File: src/rtl/usr_serial_tx_ctrl.sv
// Serial transmitter sequencer: drives a 4-bit universal shift register to send
// a byte as a UART-style frame (start, 8 data bits LSB first, stop bits).
module usr_serial_tx_ctrl #(
  parameter int unsigned BIT_CYCLES = 4,
  parameter int unsigned STOP_BITS  = 1
) (
  input  logic       clk,
  input  logic       rst,
  input  logic [7:0] in_data,
  input  logic       in_valid,
  output logic       in_ready,
  output logic [1:0] usr_mode,
  output logic [3:0] usr_par_in,
  output logic       usr_si,
  input  logic       usr_so,
  output logic       tx,
  output logic       busy,
  output logic       done
);

  localparam int unsigned CC_W = $clog2(BIT_CYCLES + 1);
  localparam logic [CC_W-1:0] CC_LAST = CC_W'(BIT_CYCLES - 1);
  localparam logic [2:0] STOP_LAST = 3'(STOP_BITS - 1);

  localparam logic [1:0] MODE_HOLD = 2'b00;
  localparam logic [1:0] MODE_SHR  = 2'b01;
  localparam logic [1:0] MODE_LOAD = 2'b11;

  typedef enum logic [1:0] {
    IDLE  = 2'd0,
    START = 2'd1,
    DATA  = 2'd2,
    STOP  = 2'd3
  } state_e;

  state_e          state_q, state_d;
  logic [CC_W-1:0] cc_q, cc_d;
  logic [2:0]      bc_q, bc_d;
  logic [7:0]      byte_q, byte_d;
  logic            bit_end;

  assign bit_end  = (cc_q == CC_LAST);
  assign in_ready = (state_q == IDLE) & ~rst;
  assign usr_si   = 1'b0;

  // Next state, counters and USR control, all decoded from registered state.
  always_comb begin
    state_d    = state_q;
    cc_d       = cc_q;
    bc_d       = bc_q;
    byte_d     = byte_q;
    usr_mode   = MODE_HOLD;
    usr_par_in = 4'h0;
    tx         = 1'b1;
    busy       = (state_q != IDLE);
    done       = 1'b0;

    if (state_q != IDLE) begin
      cc_d = bit_end ? '0 : cc_q + CC_W'(1);
    end

    case (state_q)
      IDLE: begin
        if (in_valid) begin
          byte_d  = in_data;
          state_d = START;
          cc_d    = '0;
          bc_d    = 3'd0;
        end
      end
      START: begin
        tx = 1'b0;
        if (bit_end) begin
          usr_mode   = MODE_LOAD;
          usr_par_in = byte_q[3:0];
          state_d    = DATA;
        end
      end
      DATA: begin
        tx = usr_so;
        if (bit_end) begin
          bc_d = bc_q + 3'd1;
          // Low nibble is exhausted after bit 3; reload with the high nibble.
          case (bc_q)
            3'd3: begin
              usr_mode   = MODE_LOAD;
              usr_par_in = byte_q[7:4];
            end
            3'd7: begin
              usr_mode = MODE_HOLD;
              state_d  = STOP;
            end
            default: usr_mode = MODE_SHR;
          endcase
        end
      end
      STOP: begin
        tx = 1'b1;
        if (bit_end) begin
          // bc counts stop bits here after wrapping out of DATA.
          if (bc_q == STOP_LAST) begin
            done    = 1'b1;
            state_d = IDLE;
            bc_d    = 3'd0;
          end else begin
            bc_d = bc_q + 3'd1;
          end
        end
      end
      default: state_d = IDLE;
    endcase
  end

  always_ff @(posedge clk or posedge rst) begin
    if (rst) begin
      state_q <= IDLE;
      cc_q    <= '0;
      bc_q    <= 3'd0;
      byte_q  <= 8'h00;
    end else begin
      state_q <= state_d;
      cc_q    <= cc_d;
      bc_q    <= bc_d;
      byte_q  <= byte_d;
    end
  end

endmodule

File: config.mk
export PLATFORM = sky130hd
export DESIGN_NAME = usr_serial_tx_ctrl
export DESIGN_NICKNAME = d
export VERILOG_FILES = /design/src/rtl/usr_serial_tx_ctrl.sv
export SDC_FILE = /design/constraint.sdc
export NUM_CORES = 1
export LEC_CHECK = 0
export ABC_AREA = 1
export BUFFER_PORTS_ARGS = -buffer_cell sky130_fd_sc_hd__buf_2
export CAP_MARGIN = 20
export CORE_MARGIN = 2
export CORE_UTILIZATION = 35
export DETAILED_ROUTE_END_ITERATION = 10
export GPL_TIMING_DRIVEN = 0
export PLACE_DENSITY = 0.65
export SYNTH_ARGS = -nofsm -noshare
export SYNTH_HDL_FRONTEND = slang
export SYNTH_SLANG_ARGS = --single-unit
File: constraint.sdc
create_clock -name clk -period 2.45 [get_ports clk]
set_input_delay 0.3675 -clock clk [delete_from_list [all_inputs] [get_ports clk]]
set_output_delay 0.3675 -clock clk [all_outputs]
set_load 0.005 [all_outputs]
==> summary.txt <==
Worst setup path
  • Worst EP arrival: 1.65 ns
  • Worst Path Required: 2.08 ns
  • FF-to-FF End: bc_q[1]$_DFFE_PP0P_
  • WS Path Type: reg2out
  • CP max FO: 3
  • Worst Setup End Kind: output pin
  • R2R setup slack: 0.97 ns
  • Crit start category: flip-flop
  • Cells on worst reg2reg path: 8
  • Reg2reg start: state_q[0]$_DFFE_PP0P_

Power
  • Worst vdd ir: 0.000663 V
  • Int Power: 689 uW
  • Combinational Power Share: 0.503
  • Total power: 1.24 mW
  • PwrDens: 1060 nW/um^2
  • Sw frac: 0.443
  • Leakage: 0.645 nW
  • Reg power frac: 0.359
  • Clock power frac: 0.138
  • Switching pwr: 548 uW

Floorplanning
  • Ports: 23
  • Core area: 2710 um^2
  • Width of the die: 57.0 um
  • Die ar.: 3250 um^2
  • Core Rows: 19
  • Effective utilization at floorplan: 0.363
  • Die Ht: 57.0 um

Placement
  • Port Buffer Count: 21
  • Setup WS pre-CTS: 0.755 ns
  • Dpl hpwl: 1510 um
  • Gpl congestion: 0.836

Global route
  • Global-route wire length before repair: 3260 um
  • Largest net degree at the start of global routing: 17
  • Total gr overflow: 0
  • Vias in the first global route: 802
  • Total global-route track usage: 0.126
  • Initial antenna violation count: 0

STA
  • RSZ-0062 raised after global routing: false
  • Hold_ws: 0.149 ns
  • Slew headroom: 0.596
  • Final Slew Violations: 0
  • Worst-margin pin slew: 0.605 ns
  • Fin. Hold Viols: 0
  • Setup Viol. Count Final: 0
  • Peak Freq: 497 MHz
  • PnR worst setup slack: 0.436 ns
  • Final setup TNS: 0 ns
  • Clk_skew: 0.00276 ns
  • Crit path time final: 2.01 ns
  • Final period util: 0.822

Final layout
  • Ant. Diodes: 0
  • Core Util, Final: 0.430
  • Post-layout net count: 175
  • Area Overhead vs Synth: 18.3%
  • Layout cells sized above 1: 0.255

Clock tree
  • Clock latency at the later pin of the worst-skew pair: 0.28 ns
  • CTS H-Tree Depth: 1
  • Clk root buf: clkbuf_4
  • # Post-CTS Setup Buffers: 0
  • Clk sink count: 16
  • # hold bufs at CTS: 0
  • Clock-pin slew on the worst setup and hold paths: 0.09 ns
  • TritonCTS clock tree: done
  • Post-CTS resize count: 0
  • Num CTS Buffers: 3
  • CTS Buffer Depth: 2

Logic synthesis
  • Post-Syn Area: 985 um^2
  • Mux cell area share after synthesis: 0
  • Main combinational cell family by area after synthesis: simple AND/OR/NAND/NOR gates
  • Sequential-to-total area share from yosys stat: 0.407
  • Synth Warn #: 0
  • Yosys cell types: 19
  • Avg Synthesized Cell Area: 7.69 um^2
  • Simple-Gate Fraction of Synth Area: 0.310
  • Compound-Gate Fraction of Synth Area: 0.0966
  • Post-synthesis adder-cell area fraction: 0.114
  • Synth Register Bits: 16
  • Post-synthesis xor/xnor area fraction: 0
  • Total nets after synthesis: 149
  • Gate Count Post-Synth: 128

Routing
  • Detailed-route wire length per cell: 10.2 um
  • Routed wire length on met3: 67 um
  • Via Count: 835
  • Routed vias/inst: 4.54
  • Top routing layer in use: met4
  • DRT iter0 DRCs: 9
  • Final ANT Viol Nets: 0
  • Pre-Repair DR Iteration Count: 2
  • Final wirelength: 1870 um
  • WL met2: 873 um
  • M1 wire length: 913 um
  • DRC viols: 0

Job
  • Max-Cap Viols: 0

Outcome
  • Status: completed

Hold path
  • Hold WC Path Type: in2async
==> synthesized netlist by cell type <==
master    count  area, um^2
o31ai_1       1        7.51
buf_4         1        7.51
nor2_2        1        6.26
ha_1          9         113
nand2_2       4        25.0
o21a_1        1        7.51
nand2_1      57         214
nand3_1       3        15.0
conb_1        1        3.75
nor2_1        3        11.3
a22o_1        1        8.76
nor2_4        3        33.8
inv_1        12        45.0
a21oi_1       4        20.0
o21ai_1       4        20.0
a211oi_1      2        15.0
inv_2         4        15.0
dfrtp_1      16         400
a21oi_4       1        16.3
==> metal layers <==
metal / GRT usage / up-vias
met5: 0 / -
met4: 0.0598 / 0
met3: 0.0136 / 2
met2: 0.213 / 15
met1: 0.161 / 372
li1: - / 446
==> worst max-delay path: stages (launching register included) <==
cell      delay [ns]
dfrtp_1         0.41
ha_1            0.23
ha_1            0.18
inv_1           0.05
nand2_1         0.07
a211oi_1        0.27
buf_2           0.17
==> metrics by stage <==
stage | instance area (um^2) | instances
after floorplan | 985 | 128
after global placement | 1130 | 180
after detailed placement | 1130 | 180
after CTS | 1160 | 184
after global routing | 1160 | 184
final | 1160 | 184
==> power by group through the flow <==
stage / sequential [mW] / clock (mW) / combinational [mW]
4_1_cts: 0.445 / 0.178 / 0.634
2_1_floorplan: 0.429 / 0 / 0.489
5_1_grt: 0.457 / 0.190 / 0.727
3_5_place_dp: 0.450 / 0 / 0.630
6_report: 0.443 / 0.171 / 0.622
3_3_place_gp: 0.445 / 0 / 0.616
==> worst max path at each step <==
stage,from,endpoint,slack [ns]
floorplan,bc_q[0]$_DFFE_PP0P_,usr_mode[0],0.98
global placement,cc_q[0]$_DFF_PP0_,usr_par_in[3],0.77
detailed placement,bc_q[0]$_DFFE_PP0P_,usr_mode[0],0.75
CTS,bc_q[0]$_DFFE_PP0P_,usr_mode[0],0.42
global route,bc_q[0]$_DFFE_PP0P_,usr_mode[0],0.28
finish,bc_q[0]$_DFFE_PP0P_,usr_mode[0],0.44
==> cell type report <==
cell class	instances	area (um^2)
well taps	31	38.8
plain buffers	1	7.51
multi-input cells	95	517
repair buffers	21	105
inverters	16	60.1
fillers	289	1550
flip-flops and latches	16	400
clock buffers	4	36.3
==> cells in the final DEF, fill, tap and decap left out, drive strengths merged <==
cell / count
a22o: 1
inv: 16
nand3: 3
o21ai: 4
o21a: 1
ha: 9
nor2: 7
buf: 22
dfrtp: 16
a211oi: 2
nand2: 61
conb: 1
clkbuf: 4
o31ai: 1
a21oi: 5
==> sequential cells by signal, indices dropped and copies added, names as in the netlist <==
signal   flops
byte_q       8
bc_q         3
cc_q         3
state_q      2
==> kinds of logic (layout without fill, tap and decap cells) <==
| kind of cell | count (synthesis) | count (layout) |
|---|---|---|
| AND/OR/NAND/NOR | 71 | 71 |
| buffers and inverters | 17 | 42 |
| AO/OA/AOI/OAI | 14 | 14 |
| adder cells (fa/ha/maj) | 9 | 9 |
| other | 1 | 1 |
| flip-flops | 16 | 16 |
Power figures use the tool's default switching activity.
